$ cat config.mk
export PLATFORM = sky130hd
export DESIGN_NAME = alu_frame_engine
export DESIGN_NICKNAME = d
export VERILOG_FILES = /design/src/rtl/alu_frame_engine.sv
export SDC_FILE = /design/constraint.sdc
export NUM_CORES = 1
export LEC_CHECK = 0
export CORE_MARGIN = 2
export CORE_UTILIZATION = 50
export DETAILED_ROUTE_END_ITERATION = 8
export HOLD_SLACK_MARGIN = 0.12
export MAX_ROUTING_LAYER = met4
export PLACE_DENSITY = 0.8
export REMOVE_ABC_BUFFERS = 1
export SLEW_MARGIN = 20
export SYNTH_ARGS = -nofsm -noshare
export SYNTH_HDL_FRONTEND = slang
export SYNTH_SLANG_ARGS = --single-unit
$ cat constraint.sdc
create_clock -name clk_i -period 2.8 [get_ports clk_i]
set_clock_uncertainty 0.2 [all_clocks]
set_input_delay 0.56 -clock clk_i [delete_from_list [all_inputs] [get_ports clk_i]]
set_output_delay 0.56 -clock clk_i [all_outputs]
set_load 0.02 [all_outputs]
$ cat src/rtl/alu_frame_engine.sv
// Byte-stream command engine: assembles {A, B, op} frames for a combinational ALU and
// serialises the captured result MSB-first. Optional flags byte enabled by ALU_FLAGS_EN.
module alu_frame_engine #(
    parameter int unsigned OP_BYTES    = 2,
    parameter int unsigned DW          = 32,
    parameter int unsigned TIMEOUT_CYC = 1000
) (
    input  logic          clk_i,
    input  logic          rst_n,
    input  logic          rx_valid_i,
    output logic          rx_ready_o,
    input  logic [7:0]    rx_data_i,
    output logic          tx_valid_o,
    input  logic          tx_ready_i,
    output logic [7:0]    tx_data_o,
    output logic [DW-1:0] alu_a_o,
    output logic [DW-1:0] alu_b_o,
    output logic [2:0]    alu_op_o,
    input  logic [DW-1:0] alu_result_i,
    input  logic [3:0]    alu_flags_i,
    output logic          busy_o,
    output logic          frame_drop_o,
    output logic [15:0]   frame_cnt_o
);

    localparam int unsigned AW  = 8 * OP_BYTES;
    localparam int unsigned NB  = 2 * OP_BYTES + 1;
    localparam int unsigned IXW = $clog2(NB);
`ifdef ALU_FLAGS_EN
    localparam int unsigned TXB = DW / 8 + 1;
`else
    localparam int unsigned TXB = DW / 8;
`endif
    localparam int unsigned SW  = 8 * TXB;
    localparam int unsigned TXW = (TXB > 1) ? $clog2(TXB) : 1;
    localparam int unsigned TOW = (TIMEOUT_CYC > 0) ? $clog2(TIMEOUT_CYC + 1) : 1;

    localparam logic [1:0] StRx   = 2'd0;
    localparam logic [1:0] StExec = 2'd1;
    localparam logic [1:0] StTx   = 2'd2;

    logic [1:0]     r_state;
    logic [IXW-1:0] r_rx_idx;
    logic [TOW-1:0] r_idle;
    logic [AW-1:0]  r_a_asm;
    logic [AW-1:0]  r_b_asm;
    logic [DW-1:0]  r_alu_a;
    logic [DW-1:0]  r_alu_b;
    logic [2:0]     r_alu_op;
    logic [SW-1:0]  r_tx_sh;
    logic [TXW-1:0] r_tx_idx;
    logic           r_tx_valid;
    logic           r_rx_ready;
    logic           r_busy;
    logic           r_frame_drop;
    logic [15:0]    r_frame_cnt;

    logic [1:0]     w_state_nxt;
    logic [IXW-1:0] w_rx_idx_nxt;
    logic [TOW-1:0] w_idle_nxt;
    logic           w_rx_hs;
    logic           w_tx_hs;
    logic           w_tx_last;
    logic           w_timeout;
    logic [IXW-1:0] w_byte_idx;
    logic [DW-1:0]  w_a_ext;
    logic [DW-1:0]  w_b_ext;

    assign w_rx_hs   = rx_valid_i & r_rx_ready;
    assign w_tx_hs   = r_tx_valid & tx_ready_i;
    assign w_tx_last = w_tx_hs && (r_tx_idx == TXW'(TXB - 1));
    assign w_timeout = (TIMEOUT_CYC != 0) && (r_state == StRx) && (r_rx_idx != '0) &&
                       (r_idle == TOW'(TIMEOUT_CYC));
    // A byte arriving in the timeout cycle starts a fresh frame.
    assign w_byte_idx = w_timeout ? '0 : r_rx_idx;
    assign w_a_ext    = DW'($signed(r_a_asm));
    assign w_b_ext    = DW'($signed(r_b_asm));

`ifndef ALU_FLAGS_EN
    logic w_unused_flags;
    assign w_unused_flags = ^alu_flags_i;
`endif

    always_comb begin
        w_state_nxt  = r_state;
        w_rx_idx_nxt = r_rx_idx;
        w_idle_nxt   = r_idle;
        case (r_state)
            StRx: begin
                if (w_rx_hs) begin
                    w_idle_nxt = '0;
                    if (w_byte_idx == IXW'(NB - 1)) begin
                        w_state_nxt  = StExec;
                        w_rx_idx_nxt = '0;
                    end else begin
                        w_rx_idx_nxt = w_byte_idx + 1'b1;
                    end
                end else if (w_timeout) begin
                    w_rx_idx_nxt = '0;
                    w_idle_nxt   = '0;
                end else if (r_rx_idx != '0) begin
                    w_idle_nxt = r_idle + 1'b1;
                end else begin
                    w_idle_nxt = '0;
                end
            end
            StExec: w_state_nxt = StTx;
            StTx: begin
                if (w_tx_last) begin
                    w_state_nxt = StRx;
                end
            end
            default: w_state_nxt = StRx;
        endcase
    end

    always_ff @(posedge clk_i or negedge rst_n) begin
        if (!rst_n) begin
            r_state      <= StRx;
            r_rx_idx     <= '0;
            r_idle       <= '0;
            r_rx_ready   <= 1'b0;
            r_busy       <= 1'b0;
            r_frame_drop <= 1'b0;
        end else begin
            r_state      <= w_state_nxt;
            r_rx_idx     <= w_rx_idx_nxt;
            r_idle       <= w_idle_nxt;
            r_rx_ready   <= (w_state_nxt == StRx);
            r_busy       <= (w_state_nxt != StRx);
            r_frame_drop <= w_timeout;
        end
    end

    // Frame assembly; operands are published only once the opcode byte completes the frame.
    always_ff @(posedge clk_i or negedge rst_n) begin
        if (!rst_n) begin
            r_a_asm  <= '0;
            r_b_asm  <= '0;
            r_alu_a  <= '0;
            r_alu_b  <= '0;
            r_alu_op <= '0;
        end else if (w_rx_hs) begin
            if (w_byte_idx < IXW'(OP_BYTES)) begin
                r_a_asm <= (r_a_asm << 8) | AW'(rx_data_i);
            end else if (w_byte_idx < IXW'(2 * OP_BYTES)) begin
                r_b_asm <= (r_b_asm << 8) | AW'(rx_data_i);
            end else begin
                r_alu_a  <= w_a_ext;
                r_alu_b  <= w_b_ext;
                r_alu_op <= rx_data_i[2:0];
            end
        end
    end

    always_ff @(posedge clk_i or negedge rst_n) begin
        if (!rst_n) begin
            r_tx_sh     <= '0;
            r_tx_idx    <= '0;
            r_tx_valid  <= 1'b0;
            r_frame_cnt <= '0;
        end else if (r_state == StExec) begin
`ifdef ALU_FLAGS_EN
            r_tx_sh <= {alu_result_i, 4'b0000, alu_flags_i};
`else
            r_tx_sh <= alu_result_i;
`endif
            r_tx_idx   <= '0;
            r_tx_valid <= 1'b1;
        end else if (w_tx_hs) begin
            r_tx_sh  <= r_tx_sh << 8;
            r_tx_idx <= r_tx_idx + 1'b1;
            if (w_tx_last) begin
                r_tx_valid  <= 1'b0;
                r_frame_cnt <= r_frame_cnt + 16'd1;
            end
        end
    end

    assign rx_ready_o   = r_rx_ready;
    assign tx_valid_o   = r_tx_valid;
    assign tx_data_o    = r_tx_sh[SW-1 -: 8];
    assign alu_a_o      = r_alu_a;
    assign alu_b_o      = r_alu_b;
    assign alu_op_o     = r_alu_op;
    assign busy_o       = r_busy;
    assign frame_drop_o = r_frame_drop;
    assign frame_cnt_o  = r_frame_cnt;

endmodule

Word-level counts from Yosys, hierarchy flattened
Cells that the tools add are included.
- register bits: 136
- input bits: 48
- output and inout port bits: 95
- word-level logic and storage cells: 64
- equality and inequality tests: 5
- add/sub/neg operators: 4
- muxes and demuxes: 17
- order comparisons: 2
- bitwise logic cells: 7
- reduce and logical (&&, ||, !) cells: 14
- operators by type and width (cell ; number):
    $mux 32 ; 2
    $or 16x8->16 ; 2
    $mux 10 ; 3
    $add 16x1->16 const B ; 1
    $add 10x1->10 const B ; 1
    $eq 10x10->1 const B ; 1
    $mux 2 ; 5
    $mux 3 ; 3
    $reduce_and 3->1 ; 3
    $pmux 2 s3 ; 1
    $reduce_bool 2->1 ; 3
    $eq 2x2->1 const B ; 2
    $logic_not 2->1 ; 2
    $reduce_and 2->1 ; 2
    $add 3x1->3 const B ; 1
    $eq 3x3->1 const B ; 1
    $logic_and 1x1->1 ; 3
    $lt 3x2->1 const B ; 1
    $lt 3x3->1 const B ; 1
    $mux 1 ; 3
    $not 1->1 ; 3
    $reduce_bool 3->1 ; 1
    $add 2x1->2 const B ; 1
    $and 1x1->1 ; 2
    $eq 2x1->1 const B ; 1

Logic depth before layout (Yosys ltp)
Gate-level depths: netlist of the first run.
- depth after elaboration: 9
- mapped depth: 9

Worst setup path after synthesis of the first run
OpenSTA, ideal clock, no wires.
- path type: flip-flop to flip-flop
- start point: reg r_idle[0]
- end point: reg r_b_asm[5]
- data required time: 2475 ps
- cell stages (with the launch flop): 8
- setup slack: 478 ps
- setup time: 125 ps
- arrival time: 1997 ps
- period minus slack after synthesis: 2322 ps
- path through: dfrtp_1 > inv_1 > ha_1 > nand4b_2 > nor4_4 > nor4b_2 > buf_6 > mux2_2
- word-level cells in the longest chain between the ends: 6
- elaborated cells between the ends (all ways): 7
- those cells by class: 2 x order compare; 1 x eq/ne; 1 x mux; 1 x bitwise; 2 x reduce/logical
- ends and longest elaborated chain (item ; RTL line ; source):
    start: declaration ; 44 ; logic [TOW-1:0] r_idle;
    start signal: assignment ; 128 ; r_idle <= w_idle_nxt;
    $eq 10x10->1 (*) ; 73 ; (r_idle == TOW'(TIMEOUT_CYC));
    $logic_and 1x1->1 (*) ; 72 ; assign w_timeout = (TIMEOUT_CYC != 0) && (r_state == StRx) && (r_rx_idx != '0) &&
    $mux 3 (*) ; n/a ;
    $lt 3x2->1 ; 144 ; if (w_byte_idx < IXW'(OP_BYTES)) begin
    $not 1->1 (no source line) ; n/a ;
    $reduce_and 3->1 (no source line) (*) ; n/a ;
    end signal: assignment ; 147 ; r_b_asm <= (r_b_asm << 8) | AW'(rx_data_i);
    end: declaration ; 46 ; logic [AW-1:0] r_b_asm;
Every way passes the cells marked *; elsewhere a longest branch is shown, timed or not.
A chain may end at the register's enable or synchronous reset.

Final worst setup path of the first run
- start point: reg r_idle[0]
- end point: reg r_rx_idx[2]
- word-level cells in the longest chain between the ends: 6
- elaborated cells between the ends (all ways): 7
- those cells by class: 1 x add/sub; 2 x eq/ne; 3 x mux; 1 x reduce/logical
- ends and longest elaborated chain (item ; RTL line ; source):
    $eq 10x10->1 (*) ; 73 ;
    $logic_and 1x1->1 (*) ; 72 ;
    $mux 3 (*) ; n/a ;
    $add 3x1->3 or $eq 3x3->1 (tied branches) ; 96, 92 ;
    $mux 3 ; 92 ; if (w_byte_idx == IXW'(NB - 1)) begin
    $mux 3 (*) ; 90 ; if (w_rx_hs) begin
    end signal: assignment ; 127 ; r_rx_idx <= w_rx_idx_nxt;
    end: declaration ; 43 ; logic [IXW-1:0] r_rx_idx;
Marked as above.

==> results of run 1 <==
worst max path at each step:
| stage | to | slack (ns) |
|---|---|---|
| floorplan | alu_a_o[15] | -0.28 |
| global placement | frame_cnt_o[15]$_DFFE_PN0P_ | 0.30 |
| detailed placement | r_rx_idx[2]$_DFFE_PN0P_ | 0.25 |
| CTS | r_rx_idx[2]$_DFFE_PN0P_ | 0.20 |
| global route | r_rx_idx[2]$_DFFE_PN0P_ | 0.09 |
| finish | r_rx_idx[2]$_DFFE_PN0P_ | 0.21 |
power by group:
group          leakage [nW]  switching [mW]  internal [mW]
logic                  1.53            1.62           1.85
clock network         0.306           0.812           1.53
registers              1.73           0.553           2.75
state kept, by name (all words and copies together), names as in the netlist, 2 cells and up:
signal and cells:
r_idle 10, r_b_asm 16, r_rx_idx 3, r_a_asm 16, frame_cnt_o 16, alu_a_o 16
r_tx_idx 2, alu_op_o 3, alu_b_o 16, r_state 2, r_tx_sh 32
kinds of logic (layout without fill, tap and decap cells):
kind of cell	after synthesis	count (layout)	share of synthesized area, %
xor gates and xnor gates	24	24	3.50
buffers and inverters	62	186	7.73
muxes	93	93	16.9
adders and majority gates	5	5	1.04
and+or+nand+nor	105	105	9.31
AOI/OAI and AO/OA	47	47	4.85
DFF	136	136	56.6
per-stage QoR:
step	cell area (µm²)	TNS (ns)	setup slack, ns	hold slack, ns
6_report	7880	0	0.211	0.287
3_3_place_gp	7240	0	0.302	0.257
4_1_cts	7880	0	0.204	0.297
5_1_grt	7880	0	0.0893	0.310
3_5_place_dp	7240	0	0.247	0.283
2_1_floorplan	5560	-10.08	-0.283	0.0644
routing by layer:
metal | part of all wire [%] | wire length (µm)
met4 | 1.3 | 156
met2 | 47 | 5470
met3 | 7.1 | 827
met5 | 0 | 0
met1 | 45 | 5230
Yosys cell counts, drive strengths merged:
library cell / instances / area [µm²]
a21o: 3 / 23.8
a21oi: 4 / 20.0
a22o: 10 / 87.6
a32o: 1 / 10.0
and2: 1 / 6.26
and2b: 4 / 35.0
and3: 2 / 12.5
and4: 2 / 17.5
and4bb: 2 / 25.0
buf: 50 / 419
clkbuf: 8 / 30.0
dfrtp: 136 / 3400
ha: 5 / 62.6
inv: 4 / 15.0
mux2: 69 / 777
mux2i: 24 / 240
nand2: 38 / 143
nand2b: 1 / 6.26
nand3: 7 / 35.0
nand4: 11 / 68.8
nand4b: 1 / 15.0
nor2: 20 / 75.1
nor3: 6 / 30.0
nor4: 3 / 33.8
nor4b: 1 / 15.0
o21ai: 28 / 144
o22ai: 1 / 6.26
or2: 2 / 12.5
or3: 3 / 18.8
or4b: 1 / 10.0
xnor2: 7 / 61.3
xor2: 17 / 149
layout make-up:
type,count,area [µm²]
Clock buffer,20,457
Clock inverter,12,173
Fill cell,880,3980
Inverter,4,15.0
Multi-Input combinational cell,274,2150
Sequential cell,136,3400
Tap cell,147,184
Timing Repair Buffer,150,1500
==> results.toml, run 1 <==
[pwr]
ir_drop_v = 0.000932
power.density_nw_per_um2 = 1160
p_total_mw = 9.12
power_leakage_nw = 3.57

[sta]
rsz0062_at_grt = "no"
finalHoldViolations = 0
worst_slew_pin_slew_ns = 0.597
finalCritPeriodShare_pct = 92.5
drv_slew = 0
setup_viol = 0
max_freq_ghz = 0.386
post-route-min-period_ns = 2.59
maxSlewHeadroom_pct = 60.2

[status]
outcome = "complete, no violations"

[floorplanning]
initial_core_util_pct = 50.7
die_x_um = 114
core.rowCount = 40
io_pins = 143
die_h_um = 114
dieArea_um2 = 12900
core_area_um2 = 11900

[yosys]
ys_types = 40
synth_area_um2 = 6010
synth-seq-area-share_pct = 56.6
synth_seq_cells = 136
syn_avg_cell_area_um2 = 12.7
yosys_warnings = 0
synth_cells = 472

[clock_network]
cts_resized = 0
h-tree-depth = 4
cts-root-buf = "clkbuf_16"
postCtsHoldBufs = 1
cts_buffer_depth = 2
cts_tree = "yes"
clock_latency_ns = 0.41
post_cts_buffers = 0
clk_pin_slew_ns = 0.05
cts.sinks = 136
cts_buffers = 17

[place]
place_inst = 710
hpwlAfterDp_um = 7700
gp_congestion = 0.870
io_buffers = 138

[global_routing]
grt_use_met1_pct = 25.0
grt_max_degree = 65
overflow = 0
grt_pass1_vias = 4047
grt_use_met3_pct = 6.38
antenna_found_initial = 0
grt_pass1_wl_um = 19900
grtUsageTotal_pct = 20.1
top_usage_layer = "met2"
use_met2_pct = 31.2

[layout]
instances_no_fill = 743
utilization_pct = 66.4
final_common_cell = "clkdlybuf4s50_1"
n_antenna_cell = 0
final_cell_mix = "137 x clkdlybuf4s50_1, 136 x dfrtp_1, 68 x mux2_2, 38 x nand2_1, 27 x o21ai_0"
nNetsFinal = 636
drive_above_1_share_pct = 20.8
area_delta_synth_final_pct = 31.2

[detailed_routing]
drt_iter0_markers = 156
num_vias = 3911
drt_drc_violations_left = 0
first_pass_iters = 4
antenna_left = 0
avgViaCountPerCell = 5.26
wl_per_cell_um = 15.7
routed_wl_um = 11700

[setup_path]
rrSetupSlack_ns = 0.21
cp.required_ns = 2.92
crit_start = "r_idle[0]$_DFFE_PN0P_"
cpLargestDelayFamily = "simple AND/OR/NAND/NOR gates"
rr_worst_depth = 9
cp.depth = 9
r2r-end = "r_rx_idx[2]$_DFFE_PN0P_"
crit_path_frequent_cell = "ha_1"
crit_slowest_cell = "dfrtp_1"
critPathLaunchType = "register"
cp_slowest_stage_delay_ns = 0.45
worstSetupEndpointType = "register"
critPathBufInv = 1
crit_arrival_ns = 2.71
crit_chain = "inv_1 -> ha_1 -> nand4b_2 -> nor4_4 -> and2b_2 -> ha_1 -> o21ai_0 -> a21oi_1 -> o22ai_1"
path_class = "reg2reg"
r2r_start = "r_idle[0]$_DFFE_PN0P_"
cp_max_fo = 6

[flow_run]
cap_violations = 0

[min_path]
hold_path_end = "frame_cnt_o[15]$_DFFE_PN0P_"
hold_depth = 1
hp-class = "reg2reg"
worstHoldStart = "frame_cnt_o[15]$_DFFE_PN0P_"
Note: power is estimated with default switching activity, not from simulation.
==> run 2: changes to the inputs <==
--- a/config.mk
+++ b/config.mk
@@ -7,6 +7,7 @@
 export LEC_CHECK = 0
 export CORE_MARGIN = 2
 export CORE_UTILIZATION = 50
+export CTS_CLUSTER_SIZE = 25
 export DETAILED_ROUTE_END_ITERATION = 8
 export HOLD_SLACK_MARGIN = 0.12
 export MAX_ROUTING_LAYER = met4
==> results of run 2 <==
Same layout as run 1: the final DEF is identical, and so are final timing and power.
==> run 3: changes to the inputs <==
--- a/config.mk
+++ b/config.mk
@@ -6,12 +6,13 @@
 export NUM_CORES = 1
 export LEC_CHECK = 0
 export CORE_MARGIN = 2
-export CORE_UTILIZATION = 50
+export CORE_UTILIZATION = 51
+export CTS_BUF_LIST = sky130_fd_sc_hd__clkbuf_8
 export CTS_CLUSTER_SIZE = 25
 export DETAILED_ROUTE_END_ITERATION = 8
 export HOLD_SLACK_MARGIN = 0.12
 export MAX_ROUTING_LAYER = met4
-export PLACE_DENSITY = 0.8
+export PLACE_DENSITY = 0.82
 export REMOVE_ABC_BUFFERS = 1
 export SLEW_MARGIN = 20
 export SYNTH_ARGS = -nofsm -noshare
==> run 3 against run 2 <==
- wire length about the same
- design area decreased by 2.4%
- global-route usage decreased by 0.18 points
- die area decreased by 1.9%
- clock-buffer cell count decreased by 1
- via count decreased by 0.49%
- combinational power about the same
- non-clock buffer count unchanged
- clock power decreased by 26%
- critical endpoint is now alu_b_o[16]
- largest cell class unchanged
==> results.toml, run 3 (same netlist as run 1, synthesis figures left out) <==
[pwr]
power_leakage_nw = 3.48
p_total_mw = 8.49
ir_drop_v = 0.000920
power.density_nw_per_um2 = 1100

[detailed_routing]
wl_per_cell_um = 15.8
first_pass_iters = 4
drt_iter0_markers = 180
routed_wl_um = 11700
num_vias = 3892
antenna_left = 0
drt_drc_violations_left = 0
avgViaCountPerCell = 5.27

[setup_path]
critPathLaunchType = "register"
r2r-end = "r_rx_idx[2]$_DFFE_PN0P_"
worstSetupEndpointType = "output port"
rrSetupSlack_ns = 0.29
crit_chain = "clkdlybuf4s50_1"
cp.required_ns = 2.04
critPathBufInv = 1
crit_slowest_cell = "clkdlybuf4s50_1"
rr_worst_depth = 9
r2r_start = "r_idle[0]$_DFFE_PN0P_"
path_class = "reg2out"
cp_max_fo = 18
cpLargestDelayFamily = "buffers and inverters"
crit_arrival_ns = 1.83
cp_slowest_stage_delay_ns = 0.72

[clock_network]
cts_resized = 0
cts_tree = "yes"
h-tree-depth = 4
clk_pin_slew_ns = 0.07
cts-root-buf = "clkbuf_8"
cts.sinks = 136
cts_buffer_depth = 2
clock_latency_ns = 0.45
cts_buffers = 17

[layout]
largest_reg_flops = 32
final_common_cell = "clkdlybuf4s50_1"
drive_above_1_share_pct = 20.8
n_antenna_cell = 0
final_cell_mix = "137 x clkdlybuf4s50_1, 136 x dfrtp_1, 68 x mux2_2, 38 x nand2_1, 27 x o21ai_0"
area_delta_synth_final_pct = 28.0
utilization_pct = 67.1
nNetsFinal = 636
regMostFlops = "r_tx_sh"

[sta]
drv_slew = 0
max_freq_ghz = 0.387
post-route-min-period_ns = 2.59
maxSlewHeadroom_pct = 58.6
finalCritPeriodShare_pct = 92.4
setup_viol = 0
fin_hold_ws_ns = 0.268
finalHoldViolations = 0
rsz0062_at_grt = "no"
worst_slew_pin_slew_ns = 0.621

[floorplanning]
core.rowCount = 39
initial_core_util_pct = 52.4
die_x_um = 113
core_area_um2 = 11500
io_pins = 143
dieArea_um2 = 12700
die_h_um = 113

[flow_run]
cap_violations = 0

[place]
hpwlAfterDp_um = 8030
io_buffers = 138
gp_congestion = 0.779

[min_path]
hp-class = "reg2reg"
hold_depth = 1
hold_path_end = "frame_cnt_o[15]$_DFFE_PN0P_"
worstHoldStart = "frame_cnt_o[15]$_DFFE_PN0P_"

[global_routing]
grtUsageTotal_pct = 19.9
overflow = 0
grt_pass1_vias = 4075
grt_max_degree = 62
grt_pass1_wl_um = 19400
antenna_found_initial = 0

[status]
outcome = "complete, no violations"
run 3: cell types whose count changed in the layout (fill, tap and decap cells not counted):
cell        before  now
clkinv_2         4    3
clkbuf_1         1    0
clkbuf_16       17    0
inv_6            1    0
clkinvlp_4       2    3
buf_12           2    3
clkbuf_8         2   19
buf_6            1    0
clkinv_4         1    2
run 3: worst max-delay path by stage:
stage                             endpoint  slack (ns)                    start  depth (start not counted)
2_1_floorplan                  alu_a_o[15]       -0.28  alu_a_o[15]$_DFFE_PN0P_                          0
3_3_place_gp   frame_cnt_o[15]$_DFFE_PN0P_        0.28               tx_ready_i                          5
3_5_place_dp    frame_cnt_o[9]$_DFFE_PN0P_        0.27               tx_ready_i                          5
4_1_cts                        alu_b_o[16]        0.16  alu_b_o[15]$_DFFE_PN0P_                          1
5_1_grt            r_rx_idx[2]$_DFFE_PN0P_        0.09    r_idle[0]$_DFFE_PN0P_                          9
6_report                       alu_b_o[16]        0.21  alu_b_o[15]$_DFFE_PN0P_                          1
run 3: timing repair:
| action | CTS | global route |
|---|---|---|
| buffers inserted | 0 | 0 |
| hold endpoints to repair | 44 | 0 |
| hold buffers | 1 | 0 |
run 3: routing by layer:
| layer | vias up | track usage [%] | routed length [µm] |
|---|---|---|---|
| li1 | 1822 | - | - |
| met4 | 0 | 8.13 | 212 |
| met5 | - | - | 0 |
| met3 | 19 | 7.61 | 950 |
| met2 | 130 | 30.2 | 5550 |
| met1 | 1921 | 24.2 | 4960 |
run 3: metrics by stage:
stage	setup slack [ns]	TNS (ns)	instance area (µm²)	std cells
6_report	0.214	0	7690	738
5_1_grt	0.0889	0	7690	738
4_1_cts	0.159	0	7690	738
3_5_place_dp	0.270	0	7250	706
3_3_place_gp	0.281	0	7250	706
2_1_floorplan	-0.283	-10.08	5560	414
run 3: where the power goes:
part	switching [mW]	total (mW)	internal, mW
Clock	0.735	1.74	1.01
Sequential	0.546	3.29	2.75
Combinational	1.62	3.46	1.84
run 3: final cells by class:
class / instances / area [µm²]
fillers: 839 / 3770
well taps: 143 / 179
clock inverters: 12 / 175
clock buffers: 19 / 262
inverters: 4 / 15.0
repair buffers: 150 / 1510
flip-flops and latches: 136 / 3400
multi-input cells: 274 / 2150
